--- config.mk ---
export PLATFORM = sky130hd
export DESIGN_NAME = operand_fetch_scheduler
export DESIGN_NICKNAME = d
export VERILOG_FILES = /design/src/rtl/operand_fetch_scheduler_pkg.sv /design/src/rtl/operand_fetch_scheduler_sync_fifo.sv /design/src/rtl/operand_fetch_scheduler.sv
export SDC_FILE = /design/constraint.sdc
export NUM_CORES = 1
export LEC_CHECK = 0
export BUFFER_PORTS_ARGS = -buffer_cell sky130_fd_sc_hd__buf_2
export CAP_MARGIN = 30
export CORE_MARGIN = 2
export CORE_UTILIZATION = 30
export CTS_BUF_LIST = sky130_fd_sc_hd__clkbuf_4
export DETAILED_ROUTE_END_ITERATION = 8
export PLACE_DENSITY_LB_ADDON = 0.2
export REMOVE_ABC_BUFFERS = 1
export SYNTH_ARGS = -nofsm -noshare
export SYNTH_HDL_FRONTEND = slang
export SYNTH_SLANG_ARGS = --single-unit
--- constraint.sdc ---
create_clock -name clk -period 4.1 [get_ports clk]
set_clock_uncertainty 0.2 [all_clocks]
set_input_delay 0.41 -clock clk [delete_from_list [all_inputs] [get_ports clk]]
set_output_delay 0.41 -clock clk [all_outputs]
set_load 0.005 [all_outputs]
--- src/rtl/operand_fetch_scheduler_pkg.sv ---
// Shared types and address helpers for the operand fetch scheduler.
package operand_fetch_scheduler_pkg;

  typedef enum logic [2:0] {
    S_IDLE    = 3'd0,
    S_ISSUE_W = 3'd1,
    S_ISSUE_A = 3'd2,
    S_DRAIN   = 3'd3,
    S_DONE    = 3'd4
  } fsm_state_t;

  // Word-pair index of an activation in the feature-map region (before the x2 and +k).
  function automatic logic [31:0] act_offset(input logic [31:0] ch_in, input logic [31:0] x,
                                             input logic [31:0] y, input logic [31:0] ch_out,
                                             input logic [31:0] width, input logic [31:0] height,
                                             input logic [31:0] out_ch);
    return ((ch_in * width + x) * height + y) * out_ch + ch_out;
  endfunction

endpackage

--- src/rtl/operand_fetch_scheduler_sync_fifo.sv ---
// Synchronous FIFO with a registered head word; a push into an empty FIFO is visible next cycle.
module sync_fifo #(
  parameter int DATA_WIDTH = 16,
  parameter int DEPTH      = 8
) (
  input  logic                      clk,
  input  logic                      rst_n,
  input  logic                      push,
  input  logic [DATA_WIDTH-1:0]     wdata,
  input  logic                      pop,
  output logic                      full,
  output logic                      valid,
  output logic [DATA_WIDTH-1:0]     head,
  output logic [$clog2(DEPTH):0]    count
);
  localparam int PW = $clog2(DEPTH);
  localparam int CW = PW + 1;

  logic [DATA_WIDTH-1:0] mem [DEPTH];
  logic [PW-1:0] rd_ptr, wr_ptr, rd_next;
  logic [CW-1:0] remain, count_next;
  logic          do_push, do_pop;

  assign full = (count == CW'(DEPTH));

  always_comb begin
    do_pop     = pop & valid;
    do_push    = push & (~full | do_pop);
    rd_next    = rd_ptr + PW'(do_pop);
    remain     = count - CW'(do_pop);
    count_next = remain + CW'(do_push);
  end

  always_ff @(posedge clk) begin
    if (do_push) mem[wr_ptr] <= wdata;
  end

  always_ff @(posedge clk or negedge rst_n) begin
    if (!rst_n) begin
      count  <= '0;
      rd_ptr <= '0;
      wr_ptr <= '0;
      valid  <= 1'b0;
      head   <= '0;
    end else begin
      count  <= count_next;
      rd_ptr <= rd_next;
      valid  <= (count_next != '0);
      if (do_push) wr_ptr <= wr_ptr + PW'(1);
      // When nothing older survives the pop, the new head is the word arriving now.
      if (count_next != '0) head <= (remain == '0) ? wdata : mem[rd_next];
    end
  end
endmodule

--- src/rtl/operand_fetch_scheduler.sv ---
// Fetches weight and activation operand pairs in controller consumption order, issuing
// external reads only when the output FIFO has room for every in-flight response.
module operand_fetch_scheduler
  import operand_fetch_scheduler_pkg::*;
#(
  parameter int FEATURE_MAP_WIDTH  = 1024,
  parameter int FEATURE_MAP_HEIGHT = 1024,
  parameter int INPUT_NB_CHANNELS  = 64,
  parameter int OUTPUT_NB_CHANNELS = 64,
  parameter int LOG2_OF_MEM_HEIGHT = 20,
  parameter int DATA_WIDTH         = 16,
  parameter int FIFO_DEPTH         = 8
) (
  input  logic                          clk,
  input  logic                          arst_n_in,
  input  logic                          start,
  input  logic [LOG2_OF_MEM_HEIGHT-1:0] w_base,
  input  logic [LOG2_OF_MEM_HEIGHT-1:0] a_base,
  output logic                          running,
  output logic                          done,
  output logic                          ext_req,
  output logic [LOG2_OF_MEM_HEIGHT-1:0] ext_addr,
  input  logic                          ext_gnt,
  input  logic                          ext_rvalid,
  input  logic [DATA_WIDTH-1:0]         ext_rdata,
  output logic                          out_valid,
  output logic [DATA_WIDTH-1:0]         out_data,
  input  logic                          out_ready,
  output logic                          err,
  output logic [2:0]                    fsm_state
);
  localparam int AW  = LOG2_OF_MEM_HEIGHT;
  localparam int XW  = (FEATURE_MAP_WIDTH  > 1) ? $clog2(FEATURE_MAP_WIDTH)  : 1;
  localparam int YW  = (FEATURE_MAP_HEIGHT > 1) ? $clog2(FEATURE_MAP_HEIGHT) : 1;
  localparam int CIW = (INPUT_NB_CHANNELS  > 1) ? $clog2(INPUT_NB_CHANNELS)  : 1;
  localparam int COW = (OUTPUT_NB_CHANNELS > 1) ? $clog2(OUTPUT_NB_CHANNELS) : 1;
  localparam int OW  = $clog2(FIFO_DEPTH) + 1;
  localparam int UW  = OW + 1;
  localparam logic [XW-1:0]  X_LAST  = XW'(FEATURE_MAP_WIDTH - 1);
  localparam logic [YW-1:0]  Y_LAST  = YW'(FEATURE_MAP_HEIGHT - 1);
  localparam logic [CIW-1:0] CI_LAST = CIW'(INPUT_NB_CHANNELS - 1);
  localparam logic [COW-1:0] CO_LAST = COW'(OUTPUT_NB_CHANNELS - 1);

  // Handshakes: ext transfer = ext_req & ext_gnt, and ext_req/ext_addr hold until granted;
  // output transfer = out_valid & out_ready; ext_rvalid is in order and cannot be stalled.
  fsm_state_t     state, adv_state;
  logic           k, nk;
  logic [CIW-1:0] ci, nci;
  logic [XW-1:0]  x, nx;
  logic [YW-1:0]  y, ny;
  logic [COW-1:0] co, nco;
  logic [AW-1:0]  w_base_q, a_base_q, cur_addr, nxt_addr;
  logic [OW-1:0]  outstanding, fifo_count;
  logic [UW-1:0]  used_next;
  logic           xfer, pop, rv_ok, rv_bad, push, credit_ok, fifo_full;

  function automatic logic [AW-1:0] addr_of(input logic is_w, input logic [CIW-1:0] c_i,
                                            input logic [XW-1:0] px, input logic [YW-1:0] py,
                                            input logic [COW-1:0] pco, input logic kk);
    logic [31:0] off;
    if (is_w) begin
      off = 32'd2 * 32'(c_i) + 32'(kk);
      return w_base_q + AW'(off);
    end
    off = 32'd2 * act_offset(32'(c_i), 32'(px), 32'(py), 32'(pco), 32'(FEATURE_MAP_WIDTH),
                             32'(FEATURE_MAP_HEIGHT), 32'(OUTPUT_NB_CHANNELS)) + 32'(kk);
    return a_base_q + AW'(off);
  endfunction

  assign xfer   = ext_req & ext_gnt;
  assign pop    = out_valid & out_ready;
  assign rv_ok  = ext_rvalid & (outstanding != '0);
  assign rv_bad = ext_rvalid & (outstanding == '0);
  assign push   = rv_ok & (~fifo_full | pop);
  // Pushes and responses cancel, so this is the FIFO + in-flight occupancy after this edge.
  assign used_next = UW'(fifo_count) + UW'(outstanding) + UW'(xfer) - UW'(pop);
  assign credit_ok = (used_next < UW'(FIFO_DEPTH));
  assign fsm_state = state;

  always_comb begin
    nk = ~k; nco = co; ny = y; nx = x; nci = ci; adv_state = state;
    if (k) begin
      if (state == S_ISSUE_W) adv_state = S_ISSUE_A;
      else if (co != CO_LAST) nco = co + COW'(1);
      else begin
        nco = '0;
        if (y != Y_LAST) ny = y + YW'(1);
        else begin
          ny = '0;
          if (x != X_LAST) nx = x + XW'(1);
          else begin
            nx = '0;
            if (ci != CI_LAST) begin
              nci = ci + CIW'(1);
              adv_state = S_ISSUE_W;
            end else adv_state = S_DRAIN;
          end
        end
      end
    end
  end

  assign cur_addr = addr_of(state == S_ISSUE_W, ci, x, y, co, k);
  assign nxt_addr = addr_of(adv_state == S_ISSUE_W, nci, nx, ny, nco, nk);

  always_ff @(posedge clk or negedge arst_n_in) begin
    if (!arst_n_in) begin
      state <= S_IDLE; running <= 1'b0; done <= 1'b0; err <= 1'b0;
      ext_req <= 1'b0; ext_addr <= '0; outstanding <= '0;
      k <= 1'b0; ci <= '0; x <= '0; y <= '0; co <= '0;
      w_base_q <= '0; a_base_q <= '0;
    end else begin
      done <= 1'b0;
      if (xfer && !rv_ok) outstanding <= outstanding + OW'(1);
      else if (!xfer && rv_ok) outstanding <= outstanding - OW'(1);
      if (rv_bad && running) err <= 1'b1;
      case (state)
        S_IDLE: if (start) begin
          state <= S_ISSUE_W; running <= 1'b1; err <= 1'b0;
          w_base_q <= w_base; a_base_q <= a_base;
          k <= 1'b0; ci <= '0; x <= '0; y <= '0; co <= '0;
          ext_req <= 1'b1; ext_addr <= w_base;
        end
        S_ISSUE_W, S_ISSUE_A: begin
          if (xfer) begin
            k <= nk; ci <= nci; x <= nx; y <= ny; co <= nco;
            state    <= adv_state;
            ext_req  <= (adv_state != S_DRAIN) && credit_ok;
            ext_addr <= nxt_addr;
          end else if (!ext_req && credit_ok) begin
            ext_req  <= 1'b1;
            ext_addr <= cur_addr;
          end
        end
        S_DRAIN: if (used_next == '0) begin
          state <= S_DONE;
          done  <= 1'b1;
        end
        S_DONE: begin
          state   <= S_IDLE;
          running <= 1'b0;
        end
        default: state <= S_IDLE;
      endcase
    end
  end

  sync_fifo #(.DATA_WIDTH(DATA_WIDTH), .DEPTH(FIFO_DEPTH)) u_fifo (
    .clk   (clk),
    .rst_n (arst_n_in),
    .push  (push),
    .wdata (ext_rdata),
    .pop   (pop),
    .full  (fifo_full),
    .valid (out_valid),
    .head  (out_data),
    .count (fifo_count)
  );
endmodule

# Word level (Yosys, flattened, before mapping)
# Memory sizes are Yosys's and may differ from the RTL's.
# Index checks and enable logic that the tools add are counted.
# Widths: inputs -> output; s select.
# totals
elab_cells,163
memories,1
output_inout_bits,44
ram_bits,128
ff_bits,131
input_bits,62
# memory_table
name,words,width,read_ports,rd_clocked_by_memory_dff,write_ports,line_no,rtl
u_fifo.mem,8,16,1,0,1,operand_fetch_scheduler_sync_fifo.sv:19,logic [DATA_WIDTH-1:0] mem [DEPTH];
# classes
reduce_logical,23
magnitude_cmp,1
eq_ne,15
n_bitwise,11
add_sub_neg,27
n_mux,66
# ops
operator,n
$mux 20,7
$mux 10,12
$mux 6,12
$add 20x1->20,2
$add 20x20->20,2
$add 20x8->20,2
$pmux 10 s2,2
$pmux 20 s2,1
$add 19x6->19,2
$add 13x10->13,2
$mux 3,8
$pmux 6 s2,2
$add 10x1->10 const B,2
$ne 10x10->1 const B,2
$add 7x1->8,2
$mux 16,1
$mux 1,14
$add 6x1->6 const B,2
$ne 6x6->1 const B,2
$pmux 3 s3,1
$reduce_and 3->1,3
$logic_not 4->1,2
$mux 4,2
$reduce_bool 4->1,2
other kinds (30),54

# Depth between registers and ports, before layout
# depth
ltp_word,14
depth_mapped,18
mapped_depth_nobuf,17

# Hierarchy
# Synthesis repeated with hierarchy kept, for this count alone.
# hier_totals
cells_unflattened,1435
hier_area_um2,14818.0
# modules_own_cells
mod,n_inst,seq_area_each_um2,cells_per_inst,area_per_inst_um2
operand_fetch_scheduler,1,2602.5,1064,8544.4
sync_fifo,1,4519.3,371,6273.5

# Worst setup path before layout
# Ideal clock, no wire load.
# synth_timing
kind,register -> register
startpoint,register co[1]
endpoint,register ext_addr[16]
setup_ps,126
path_buffers,0
arrival_time_ps,3577
synth_period_minus_slack_ps,3903
t_required_ps,3774
stages_incl_launch_ff,17
slack_ps,197
cell_sequence,dfrtp_1 ha_1 nand3_1 nor2_1 nand2_1 nor2_1 and4_1 mux2_2 ha_1 o21ai_0 o21ai_0 nand3_1 nor2_1 xor2_1 a221oi_1 o211ai_1 o32a_1
# synth_via
elab_chain_len,11
elab_cells_between_ends,31
classes_between,10 x add/sub; 2 x eq/ne; 19 x mux
# synth_rtl
item,line_no,rtl
from (decl),operand_fetch_scheduler.sv:51,"logic [COW-1:0] co, nco;"
from (signal assigned),operand_fetch_scheduler.sv:126,k <= nk; ci <= nci; x <= nx; y <= ny; co <= nco;
$ne 6x6->1,operand_fetch_scheduler.sv:84,else if (co != CO_LAST) nco = co + COW'(1);
$mux 10,operand_fetch_scheduler.sv:84,
$mux 10,operand_fetch_scheduler.sv:83,if (state == S_ISSUE_W) adv_state = S_ISSUE_A;
$mux 10,operand_fetch_scheduler.sv:82,if (k) begin
$add 13x10->13,operand_fetch_scheduler_pkg.sv:17,return ((ch_in * width + x) * height + y) * out_ch + ch_out;
$add 19x6->19,operand_fetch_scheduler_pkg.sv:17,
$add 20x1->20,operand_fetch_scheduler.sv:66,"32'(FEATURE_MAP_HEIGHT), 32'(OUTPUT_NB_CHANNELS)) + 32'(kk);"
$add 20x20->20,operand_fetch_scheduler.sv:67,return a_base_q + AW'(off);
$mux 20,operand_fetch_scheduler.sv:65,"off = 32'd2 * act_offset(32'(c_i), 32'(px), 32'(py), 32'(pco), 32'(FEATURE_MAP_WIDTH),"
$mux 20 *,operand_fetch_scheduler.sv:125,if (xfer) begin
$pmux 20 s2 *,operand_fetch_scheduler.sv:117,case (state)
to (signal assigned),operand_fetch_scheduler.sv:129,ext_addr <= nxt_addr;
to (signal assigned),operand_fetch_scheduler.sv:132,ext_addr <= cur_addr;
to (decl),operand_fetch_scheduler.sv:22,"output logic [LOG2_OF_MEM_HEIGHT-1:0] ext_addr,"
# Mark *: on every way between the ends. The rest lies on a longest branch, timed or not. The select of a mux whose other input is x is not followed.
# A chain may end at the register's enable or synchronous reset.

# Worst setup path in the final report
# layout_timing
startpoint,register x[1]
endpoint,register ext_addr[16]
# layout_via
elab_chain_len,12
elab_cells_between_ends,19
classes_between,2 x add/sub; 2 x eq/ne; 15 x mux
# layout_rtl
item,line_no,rtl
from (decl),operand_fetch_scheduler.sv:49,"logic [XW-1:0] x, nx;"
from (signal assigned),operand_fetch_scheduler.sv:126,
$ne 10x10->1 *,operand_fetch_scheduler.sv:90,if (x != X_LAST) nx = x + XW'(1);
$mux 6,operand_fetch_scheduler.sv:90,
$mux 6,operand_fetch_scheduler.sv:87,if (y != Y_LAST) ny = y + YW'(1);
$mux 6,operand_fetch_scheduler.sv:84,
$mux 6,operand_fetch_scheduler.sv:83,
$mux 6,operand_fetch_scheduler.sv:82,
$add 7x1->8,operand_fetch_scheduler.sv:62,off = 32'd2 * 32'(c_i) + 32'(kk);
$add 20x8->20,operand_fetch_scheduler.sv:63,return w_base_q + AW'(off);
$mux 20,operand_fetch_scheduler.sv:61,if (is_w) begin
$mux 20 *,operand_fetch_scheduler.sv:65,
$mux 20 *,operand_fetch_scheduler.sv:125,
$pmux 20 s2 *,operand_fetch_scheduler.sv:117,
# Marked as above.

==> results.md <==
* Worst Path Arrival at between 4 and 5 ns
* Total global-route track usage at between 10% and 20%
* Die Width at roughly 230 um
* Main synth FF type: dfrtp_1
* Actual slew at the worst max-slew pin at around 0.76 ns
* Worst EP required at between 4 and 5 ns
* Worst reg2reg path endpoint: ext_addr[16]$_DFFE_PN0P_
* Layout Nets at 1846
* FFs w/ async S/R, synth at between 50% and 60%
* Synth unique cells at 74
* Vias in the first global route at 11.9k
* Post-Syn Instances at 1405
* Clock slew at reported path FFs at ~0.070 ns
* Initial Util at between 30% and 40%
* Worst Hold Depth at 5
* Fin crit share at roughly 95%
* Post-synthesis cell area at about 15000 um^2
* Slowest stage cell, crit path: dfrtp_1
* Placer Congestion at around 0.87
* Max-cap violations at 0
* DP Area at about 17000 um^2
* # DRC at 0
* I/O Buffers at 105
* Fmax at ~260 MHz
* Power Density at ~690 nW/um^2
* Routed WL per cell at 18.5 um
* Final core utilization at approximately 38%
* Status: finished, final reports clean
* Sw Pwr at roughly 5.3 mW
* Worst setup path class: flop to flop
* Hold Path Sink: u_fifo.wr_ptr[2]$_DFFE_PN0P_
* DRT Pass-1 Iters at 5
* Seq/Total Area, Yosys at between 40% and 50%
* HP Start: out_ready
* Switching Fraction at 41.8%
* Mean Syn Cell Area at between 10 and 15 um^2
* Vias per cell at 4.96
* Total wire length at about 44000 um
* Core area at about 49000 um^2
* Clock power share at around a fifth
* Leak at between 8 and 9 nW
* CTS tree: built
* First-pass GRT wire length at about 69000 um
* Design Area, Final at 18500 um^2
* Synth Warn # at 0
* Internal power at ~7.4 mW
* Vias at 11.9k
* Die H at around 230 um
* Sequential power share at between 30% and 40%
* DP Wirelength at roughly 31000 um
* Relative slew slack at between 40% and 50%
* Final setup violation count at 0
* IO Count at approximately 110
* Post-synth EDFFs at about 130
* Core Rows at 81
* Reg2Reg Setup Slack at between 0.15 and 0.2 ns
* Fill cell count at 4943
* Final Hold Fails at 0
* TritonCTS sink count at between 200 and 300
* Crit-path cells: ha_4 -> nand4_1 -> nor3_2 -> buf_4 -> nand2_2 -> nor2_2 -> and4_4 -> mux2_2 -> ha_4 -> o21ai_0 -> o21ai_1 -> buf_4 -> nand3_4 -> nor2_2 -> xor2_1 -> a221oi_1 -> o211ai_1 -> o32a_1
* Routed Antenna Nets at 0
* Reg2reg path depth at 18
* Largest net degree at the start of global routing at 90
* Yosys reg bits at 259
* Worst skew pair latency at approximately 0.79 ns
* Root Driver: clkbuf_4
* Worst Path Buf+Inv at 2
* Overall power at ~13 mW
* Hold_ws at between 0.09 and 0.1 ns
* Post-Place Setup Slack at -0.116 ns
* CP Max Fanout at 4
* Hold WC Path Type: input port to flop
* CTS H-Tree Depth at 3
* Initial antenna violation count at 6
* CP max stage delay at 0.39 ns
* Inserted Clock Buffers at between 70 and 80
* Total grt overflow at 0
* CP Depth at 18
* Clk buf depth at 3
* Gate power share at between 40% and 50%
* Area grow syn2layout at 25.9%
* Final WS setup at 0.196 ns
* Delay-heaviest family, CP: simple AND/OR/NAND/NOR gates
* Max-slew violations at 0
* Initial detailed-routing violation count at 837
* Worst reg2reg startpoint: x[1]$_DFFE_PN0P_
* Layout cells sized above 1 at between 20 and 25%
* Startpoint Class: flop
* Full die area at about 50000 um^2
* Crit. End Element: flop
* Peak supply drop at about 0.00031 V
* Fin crit period at between 3 and 4 ns
## routing by layer
layer  vias to the layer above  part of all wire (%)  global-route usage [%]
li1                       5781                     -                       -
met1                      5760                    46                    23.3
met2                       265                    47                    29.1
met3                        74                   4.7                    3.83
met4                         0                   2.2                    6.00
met5                         -                     0                       0
## flip-flops by register name, indices dropped and copies added, names as in the netlist
register / count
a_base_q: 20
ci: 6
co: 6
done: 1
err: 1
ext_addr: 20
ext_req: 1
fsm_state: 3
k: 1
outstanding: 4
running: 1
u_fifo.count: 4
u_fifo.head: 16
u_fifo.mem: 128
u_fifo.rd_ptr: 3
u_fifo.valid: 1
u_fifo.wr_ptr: 3
w_base_q: 20
x: 10
y: 10
## synth_stat cells, types with 5 or more instances
master | number | area, um^2
a31oi_1 | 14 | 87.6
xor2_1 | 47 | 412
nor4_1 | 5 | 31.3
a21oi_1 | 56 | 280
mux4_2 | 32 | 721
a211o_1 | 5 | 43.8
dfrtp_1 | 131 | 3280
nor3_1 | 20 | 100
nand4b_1 | 5 | 43.8
edfxtp_1 | 128 | 3840
a21o_1 | 22 | 165
a211oi_1 | 15 | 113
nand3_1 | 49 | 245
nand2_1 | 271 | 1020
and3_1 | 23 | 144
ha_1 | 73 | 913
buf_2 | 7 | 35.0
o21ai_0 | 85 | 425
mux2i_1 | 23 | 230
a221oi_1 | 6 | 52.6
nor2b_1 | 10 | 62.6
o21a_1 | 7 | 52.6
or3_1 | 6 | 37.5
nand4_1 | 15 | 93.8
xnor2_1 | 44 | 385
inv_1 | 37 | 139
fa_1 | 7 | 140
nor2_1 | 94 | 353
o211ai_1 | 13 | 97.6
or2_2 | 5 | 31.3
buf_1 | 6 | 22.5
o31ai_1 | 10 | 75.1
mux2_2 | 9 | 101
nand2b_1 | 14 | 87.6
clkbuf_1 | 40 | 150
## timing repair
action / in CTS / in global routing
buffers inserted: 0 / 4
resized for setup: 7 / 30
endpoints found under the hold margin: 298 / 3
setup endpoints to repair: 7 / 15
hold buffers: 60 / 1
pin swaps: 0 / 9
## area by class of cell
cell class                      count  area (um^2)  share of cell area, %
Tap cell                          622          778                   4.21
Inverter                           38          143                  0.773
Clock inverter                     24          121                  0.657
Timing Repair Buffer              273         2000                   10.8
Multi-Input combinational cell   1053         7370                   39.9
Antenna cell                        7         17.5                 0.0949
Sequential cell                   259         7120                   38.6
Clock buffer                      121          908                   4.92
## worst register-to-register path, delay by kind of cell (launching register included)
kind,cells,cell delay [ns]
buffers and inverters,2,0.33
AND/OR/NAND/NOR,7,1.01
flip-flops,1,0.39
XOR/XNOR,1,0.07
adder cells (fa/ha/maj),2,0.45
multiplexers,1,0.37
AO/OA/AOI/OAI,5,0.97
## logic make-up after synthesis
kind of cell | share of synthesized area [%]
simple gates | 16.9
compound gates | 12.2
flops | 48.6
buf+inv | 2.54
xor+xnor | 5.43
fa+ha+maj | 7.18
mux | 7.17
## through the flow
stage | setup TNS, ns | std cells
2_1_floorplan | -4.93 | 1350
3_3_place_gp | -0.302 | 2179
3_5_place_dp | -0.691 | 2179
4_1_cts | 0 | 2384
5_1_grt | -0.0146 | 2396
6_report | 0 | 2397
## power groups by stage
stage	combinational, mW	clock, mW	sequential, mW
floorplan	3.94	0	3.90
global placement	6.06	0	4.04
detailed placement	6.12	0	4.05
CTS	6.19	2.70	4.01
global route	6.90	2.84	4.08
finish	6.20	2.59	4.00
## placed cells by master, fill, tap and decap left out, types with 14 or more instances in the layout
cell type and instances:
ha_1 67, a211oi_1 14, a31oi_1 14, a21o_1 22, dfrtp_1 131, buf_4 103
edfxtp_1 128, o21ai_0 84, inv_1 37, nand2b_1 14, xor2_1 46, clkbuf_4 121
a21oi_1 55, xnor2_1 44, mux4_2 32, nand3_1 46, buf_2 104, nand2_1 270
dlygate4sd3_1 61, mux2i_1 23, and3_1 20, nand4_1 15, nor2_1 89
## how the worst max path moves through the flow
stage / startpoint / to / slack, ns
floorplan: outstanding[0]$_DFFE_PN0P_ / u_fifo.head[0]$_DFFE_PN0P_ / -0.30
global placement: x[0]$_DFFE_PN0P_ / ext_addr[16]$_DFFE_PN0P_ / -0.11
detailed placement: x[0]$_DFFE_PN0P_ / ext_addr[18]$_DFFE_PN0P_ / -0.12
CTS: y[0]$_DFFE_PN0P_ / ext_addr[13]$_DFFE_PN0P_ / 0.02
global route: co[1]$_DFFE_PN0P_ / ext_addr[18]$_DFFE_PN0P_ / -0.01
finish: x[1]$_DFFE_PN0P_ / ext_addr[16]$_DFFE_PN0P_ / 0.20
Power figures use the tool's default switching activity.
